## config.mk

```make
export PLATFORM = sky130hd
export DESIGN_NAME = sdf_r2_stage
export DESIGN_NICKNAME = d
export VERILOG_FILES = /design/src/rtl/sdf_r2_stage.sv
export SDC_FILE = /design/constraint.sdc
export NUM_CORES = 1
export LEC_CHECK = 0
export CAP_MARGIN = 20
export CORE_ASPECT_RATIO = 0.5
export CORE_MARGIN = 8
export CORE_UTILIZATION = 63
export CTS_BUF_LIST = sky130_fd_sc_hd__clkbuf_2 sky130_fd_sc_hd__clkbuf_4 sky130_fd_sc_hd__clkbuf_8
export CTS_CLUSTER_SIZE = 10
export DETAILED_ROUTE_END_ITERATION = 6
export PLACE_DENSITY = 0.84
export RECOVER_POWER = 100
export SLEW_MARGIN = 20
export SYNTH_ARGS = -nofsm -noshare
export SYNTH_HDL_FRONTEND = slang
export SYNTH_SLANG_ARGS = --single-unit
```

## constraint.sdc

```tcl
create_clock -name clk -period 5.3 [get_ports clk]
set_input_delay 1.06 -clock clk [delete_from_list [all_inputs] [get_ports clk]]
set_output_delay 1.06 -clock clk [all_outputs]
set_load 0.03 [all_outputs]
```

## src/rtl/sdf_r2_stage.sv

```systemverilog
// Radix-2 single-path delay-feedback butterfly stage: buffers the first half of each
// 2*DELAY block, emits modular sums, then drains the modular differences.
module sdf_r2_stage #(
  parameter int               DELAY   = 4,
  parameter int               WIDTH   = 32,
  parameter logic [WIDTH-1:0] MODULUS = 32'd7681
) (
  input  logic             clk,
  input  logic             reset,
  input  logic             in_valid,
  output logic             in_ready,
  input  logic [WIDTH-1:0] in_data,
  output logic             out_valid,
  output logic [WIDTH-1:0] out_data,
  output logic             out_diff
);
  localparam int               CW        = $clog2(2*DELAY);
  localparam logic [CW-1:0]    HALF_LAST = CW'(DELAY-1);
  localparam logic [CW-1:0]    BLK_LAST  = CW'(2*DELAY-1);
  localparam logic [WIDTH:0]   M_EXT     = {1'b0, MODULUS};

  typedef enum logic [1:0] {FILL, BFLY, CHK, DRAIN} state_t;
  typedef struct packed {
    logic             vld;
    logic             diff;
    logic [WIDTH-1:0] data;
  } rsp_t;

  state_t                      state, nxt_state;
  logic [CW-1:0]               cnt, nxt_cnt;
  logic                        pend, nxt_pend;
  logic [DELAY-1:0][WIDTH-1:0] fb;
  logic [WIDTH-1:0]            fb_out, fb_in;
  logic                        shift, rdy_st, acc;
  logic [WIDTH:0]              sum_ext, dif_ext;
  logic [WIDTH-1:0]            sum_res, dif_res;
  rsp_t                        rsp_d, rsp_q;

  assign fb_out = fb[DELAY-1];

  // Operands are both < MODULUS, so one conditional correction suffices.
  assign sum_ext = {1'b0, fb_out} + {1'b0, in_data};
  assign dif_ext = {1'b0, fb_out} - {1'b0, in_data};
  assign sum_res = (sum_ext >= M_EXT) ? WIDTH'(sum_ext - M_EXT) : WIDTH'(sum_ext);
  assign dif_res = dif_ext[WIDTH]     ? WIDTH'(dif_ext + M_EXT) : WIDTH'(dif_ext);

  assign rdy_st   = (state != DRAIN);
  assign in_ready = reset & rdy_st;
  assign acc      = in_valid & rdy_st;

  always_comb begin
    nxt_state = state;
    nxt_cnt   = cnt;
    nxt_pend  = pend;
    shift     = 1'b0;
    fb_in     = '0;
    rsp_d     = rsp_q;
    rsp_d.vld = 1'b0;
    case (state)
      FILL, CHK: begin
        // CHK resolves in the cycle after a block ends: a waiting sample keeps
        // the stream going, an idle input flushes the pending diffs.
        if (state == CHK && !in_valid) begin
          nxt_state = DRAIN;
        end else if (acc) begin
          fb_in   = in_data;
          shift   = 1'b1;
          nxt_cnt = cnt + 1'b1;
          if (pend) begin
            rsp_d.vld  = 1'b1;
            rsp_d.diff = 1'b1;
            rsp_d.data = fb_out;
          end
          if (cnt == HALF_LAST) begin
            nxt_state = BFLY;
            nxt_pend  = 1'b0;
          end else begin
            nxt_state = FILL;
          end
        end
      end
      BFLY: begin
        if (acc) begin
          fb_in      = dif_res;
          shift      = 1'b1;
          rsp_d.vld  = 1'b1;
          rsp_d.diff = 1'b0;
          rsp_d.data = sum_res;
          if (cnt == BLK_LAST) begin
            nxt_cnt   = '0;
            nxt_pend  = 1'b1;
            nxt_state = CHK;
          end else begin
            nxt_cnt = cnt + 1'b1;
          end
        end
      end
      DRAIN: begin
        shift      = 1'b1;
        rsp_d.vld  = 1'b1;
        rsp_d.diff = 1'b1;
        rsp_d.data = fb_out;
        if (cnt == HALF_LAST) begin
          nxt_cnt   = '0;
          nxt_pend  = 1'b0;
          nxt_state = FILL;
        end else begin
          nxt_cnt = cnt + 1'b1;
        end
      end
      default: nxt_state = FILL;
    endcase
  end

  always_ff @(posedge clk or negedge reset) begin
    if (!reset) begin
      state <= FILL;
      cnt   <= '0;
      pend  <= 1'b0;
      rsp_q <= '0;
    end else begin
      state <= nxt_state;
      cnt   <= nxt_cnt;
      pend  <= nxt_pend;
      rsp_q <= rsp_d;
    end
  end

  always_ff @(posedge clk or negedge reset) begin
    if (!reset) begin
      fb <= '0;
    end else if (shift) begin
      fb[0] <= fb_in;
      for (int i = 1; i < DELAY; i++) fb[i] <= fb[i-1];
    end
  end

  assign out_valid = rsp_q.vld;
  assign out_diff  = rsp_q.diff;
  assign out_data  = rsp_q.data;
endmodule

```

## After elaboration in Yosys (flattened, before gate mapping)

Cells that the tools add are included.

| word-level totals | value |
|---|---|
| register bits after elaboration | 168 |
| input port bits | 35 |
| output and inout port bits | 35 |

| operators by class | value |
|---|---|
| bitwise logic cells | 2 |
| eq/ne operators | 13 |
| order comparisons | 1 |
| reduce and logical (&&, ||, !) cells | 8 |
| add/subtract/negate cells | 5 |
| mux-type cells | 33 |

Operator list:

| operator | number |
|---|---|
| two-way mux 32 bit | 5 |
| two-way mux 34 bit | 4 |
| one-hot mux 34 bit (3 select lines) | 1 |
| one-hot mux 32 bit (2 select lines) | 1 |
| adder 32 x 32 -> 33 bit | 1 |
| greater-or-equal comparator 33 x 13 -> 1 bit (second input constant) | 1 |
| subtractor 32 x 32 -> 33 bit | 1 |
| adder 32 x 13 -> 32 bit (second input constant) | 1 |
| subtractor 32 x 13 -> 32 bit (second input constant) | 1 |
| two-way mux 3 bit | 5 |
| != test 2 bit (second input constant) | 7 |
| AND reduction 4 bit | 3 |
| two-way mux 2 bit | 5 |
| one-hot mux 3 bit (3 select lines) | 1 |
| two-way mux 1 bit | 8 |
| one-hot mux 1 bit (3 select lines) | 2 |
| one-hot mux 2 bit (3 select lines) | 1 |
| == test 2 bit (second input constant) | 2 |
| adder 3 x 1 -> 3 bit (second input constant) | 1 |
| == test 3 x 2 -> 1 bit (second input constant) | 1 |
| == test 3 bit (second input constant) | 1 |
| != test 3 bit (second input constant) | 1 |
| AND reduction 3 bit | 1 |
| AND 1 bit | 2 |
| 5 further kinds | 5 |

## Logic depth before layout (Yosys ltp)

| logic depth | value |
|---|---|
| word-level depth | 5 |
| depth in mapped cells | 18 |

## Least setup slack after synthesis

OpenSTA, ideal clock, no wires.

| path | value |
|---|---|
| path type | input port to flip-flop |
| from | in in_data[12] |
| to | reg rsp_q (netlist bit out_data[9]) |
| setup slack | 0.459 ns |
| cell stages on the path | 18 |
| data arrival time | 4.704 ns |
| path through | inv_1 > ha_1 > buf_6 > or4_4 > or3_1 > buf_2 > nor3_2 > a21oi_1 > a211oi_2 > nand2b_1 > or4b_1 > buf_2 > nor2_8 > nand4_4 > buf_2 > a21o_1 > a32oi_1 > a21oi_1 |

| on the way | value |
|---|---|
| word-level cells in the longest chain between the ends | 5 |

Ends and longest elaborated chain:

| element | line | source |
|---|---|---|
| start, declared | 12 | `input logic [WIDTH-1:0] in_data,` |
| adder 32 x 32 -> 33 bit | 42 | `assign sum_ext = {1'b0, fb_out} + {1'b0, in_data};` |
| greater-or-equal comparator 33 x 13 -> 1 bit | 44 | `assign sum_res = (sum_ext >= M_EXT) ? WIDTH'(sum_ext - M_EXT) : WIDTH'(sum_ext);` |
| two-way mux 32 bit | 44 |  |
| two-way mux 34 bit | 83 | `if (acc) begin` |
| one-hot mux 34 bit (3 select lines) | 59 | `case (state)` |
| end signal, assigned | 125 | `rsp_q <= rsp_d;` |
| end, declared | 37 | `rsp_t rsp_d, rsp_q;` |

No other way between the ends. The select of a mux whose other input is x is not followed.
A chain may end at the register's enable or synchronous reset.

## Final worst setup path

| path | value |
|---|---|
| from | in in_data[5] |
| to | reg fb[18] in the netlist's numbering |

| on the way | value |
|---|---|
| word-level cells in the longest chain between the ends | 5 |

Ends and longest elaborated chain:

| element | line | source |
|---|---|---|
| subtractor 32 x 32 -> 33 bit * | 43 | `assign dif_ext = {1'b0, fb_out} - {1'b0, in_data};` |
| adder 32 x 13 -> 32 bit | 45 | `assign dif_res = dif_ext[WIDTH] ? WIDTH'(dif_ext + M_EXT) : WIDTH'(dif_ext);` |
| two-way mux 32 bit * | 45 |  |
| two-way mux 32 bit * | 83 |  |
| one-hot mux 32 bit (2 select lines) * | 59 |  |
| end, declared | 32 | `logic [DELAY-1:0][WIDTH-1:0] fb;` |

Mark *: on every way between the ends. The rest lies on a longest branch, timed or not.

==> run metrics <==
CP bufs+invs=8; Die H=115 um; layout cell share with drive strength beyond 1=12.5%; number of distinct library cells after synthesis=72; Max stage delay on crit path=0.61 ns; worst-skew pair later-pin latency=0.50 ns; MaxCap Viol Count=1; DRT antenna net count=0; yosys warns=0; Core Area=19300 um2; post-route clock period utilization=97.1%; die span in x=213 um; grt total ovfl=0; Synth Flop Type=dfrtp_1; initial antenna violation count=1; WS Path Type=in -> reg; 1st-iter DRT viols=1795; Initial Utilization=63.6%; Area contributors post-synth=dfrtp_1 (34%), nand2_1 (11%), ha_1 (7.2%); net count after synthesis=1672; Mapped Cells=1564; minimum clock period=5.15 ns; H-tree Lvls=4; Hold/Removal Path Class=reg -> reg; Synth Register Bits=168; synthesized area=12300 um2; WL/cell=22.2 um; drt total wl=44900 um; Final Util=76.0%; worst-margin pin slew=1.77 ns; sequential area share after synthesis=34.3%; most common cell in the netlist=nand2_1; worst-case clock skew=0.0170 ns; critical path required time=5.69 ns; pins over their slew limit=78; crit-path leading delay family=compound AO/OA/AOI/OAI gates; Die ar.=24500 um2; max_slew headroom=-18.3%; Levels on crit path=21; IR Drop Worst-Case VDD=0.000553 V; fin nets=1847; via count of the first global-routing pass=12.3k; Synth area leader=dfrtp_1; CTS max path bufs=2; clock sinks=168; leakage=7.01 nW; EDFF count, synth=0; Worst Path Max Fanout=8; Detailed Place HPWL=35100 um; final setup fails=0; Worst setup SP type=input port; placed insts=1985; worst hold stages=2; Worst Path Arrival=5.54 ns; first-pass GRT wire length=69000 um; vias post-DR=13.0k; I/O pins=70; average cell area after synthesis=7.84 um2; FF-to-FF path depth=19; status=finished, violations left; register clock-pin slew on the reported worst setup and hold paths=0.11 ns; fraction of registers with async set or reset after synthesis=100%; WHS=0.476 ns; number of port buffers=69; Fmax=194 MHz; Slowest-stage cell, CP=a221oi_1; TritonRoute pass-1 iters=6; CP cell instances=clkdlybuf4s50_1, inv_1, ha_1, buf_4, a21oi_1, o31ai_1, a31oi_1, buf_4, o21bai_1, a31oi_1, clkbuf_4, o21ai_0, a21oi_1, buf_4, o31ai_1, buf_4, nor2b_1, xor2_1, a221oi_1, buf_4, nor2_1; Overall Global Routing Usage=36.9%; pwr dens=731 nW/um2; Root Driver=clkbuf_8; # DRC=0; Site Rows=36; most frequent CP cell=buf_4; fin cells=2018; Layout area overhead=19.5%; Inserted Clock Buffers=17; commonest cells in the netlist=nand2_1 (350), dfrtp_1 (168), a21oi_1 (138); r2r setup slk=0.78 ns; failing checks=max-capacitance violations, max-slew violations; Antenna Cells=0; Vias/cell=6.43; pin count of the biggest net entering global routing=110; Synth top area share=34.3%; Final GP Congestion=1.16; Tot Pwr=10.7 mW; endpoints failing hold=0; Worst Setup End Kind=register; CTS tree=yes
-- per-layer routing --
metal	up-vias	global-route usage, %	part of all wire (%)	wire length, um
li1	5807	-	-	-
met1	6182	50.9	41	18600
met2	869	51.4	40	18000
met3	107	15.9	16	7050
met4	2	11.0	2.7	1230
met5	-	0	0.029	13
-- kinds of logic (layout without fill, tap and decap cells) --
logic type | Yosys count | count (layout) | share of synthesized area, %
simple gates | 665 | 665 | 24.5
compound gates | 383 | 383 | 20.4
flops | 168 | 168 | 34.3
buf+inv | 162 | 350 | 5.07
xor+xnor | 104 | 104 | 7.42
fa+ha+maj | 73 | 73 | 7.57
mux | 9 | 9 | 0.755
-- through the flow --
| stage | instance area (um2) | setup WS, ns | TNS [ns] |
|---|---|---|---|
| 5_1_grt | 14700 | -0.0207 | -0.0207 |
| 3_3_place_gp | 14300 | -0.125 | -0.310 |
| 2_1_floorplan | 12300 | 0.459 | 0 |
| 4_1_cts | 14700 | 0.251 | 0 |
| 3_5_place_dp | 14300 | -0.216 | -1.28 |
| 6_report | 14700 | 0.154 | 0 |
-- where the power goes --
part,internal [mW],total (mW),switching [mW]
registers,1.87,2.51,0.639
clock network,0.369,0.973,0.604
logic,2.90,7.23,4.32
-- path summary, 6_finish.rpt --
check	start	to
max	in_data[5]	fb[18]$_DFFE_PN0P_
min	fb[71]$_DFFE_PN0P_	fb[71]$_DFFE_PN0P_
max reg2reg	fb_out[5]$_DFFE_PN0P_	fb[18]$_DFFE_PN0P_
min reg2reg	fb[71]$_DFFE_PN0P_	fb[71]$_DFFE_PN0P_
max in group asynchronous	reset	out_data[17]$_DFFE_PN0P_
min in group asynchronous	reset	fb[64]$_DFFE_PN0P_
-- flip-flops by register name (all words and copies together), names as in the netlist --
register / cells
cnt: 3
fb: 96
fb_out: 32
out_data: 32
out_diff: 1
out_valid: 1
pend: 1
state: 2
-- area by class of cell --
type / count / area, um2
multi-input cells: 1234 / 7480
fillers: 1461 / 4620
flip-flops and latches: 168 / 4200
repair buffers: 241 / 1920
well taps: 266 / 333
inverters: 77 / 289
clock buffers: 17 / 234
clock inverters: 15 / 194
-- what timing repair did --
action | CTS | global route
setup buffers | 0 | 1
resized for setup | 0 | 4
hold buffers | 0 | 0
hold endpoints to repair | 0 | 0
endpoints found under the setup margin | 0 | 5
-- worst reg2reg max path: stages, from the launching register on --
cell	delay (ns)
dfrtp_1	0.47
ha_1	0.44
buf_4	0.21
a21oi_1	0.09
o31ai_1	0.47
a31oi_1	0.08
buf_4	0.17
o21bai_1	0.23
a31oi_1	0.12
clkbuf_4	0.16
o21ai_0	0.33
a21oi_1	0.13
buf_4	0.18
o31ai_1	0.09
buf_4	0.21
nor2b_1	0.06
xor2_1	0.14
a221oi_1	0.61
buf_4	0.21
nor2_1	0.04
-- cells in the final DEF, fill, tap and decap left out, types with 17 or more instances in the layout --
master             n
nor3_1            25
o31ai_1           19
nand4_1           22
o221ai_1          19
clkdlybuf4s50_1   32
nand3_1           32
and3_1            19
xor2_1            23
ha_1              71
nor2_1           121
dfrtp_1          168
xnor2_1           81
o21ai_0           43
inv_1             73
clkbuf_8          17
a21oi_1          138
a21o_1            24
dlygate4sd3_1     36
buf_4            154
nor2b_1           17
o22ai_1           28
nand2_1          349
Power figures use the tool's default switching activity.
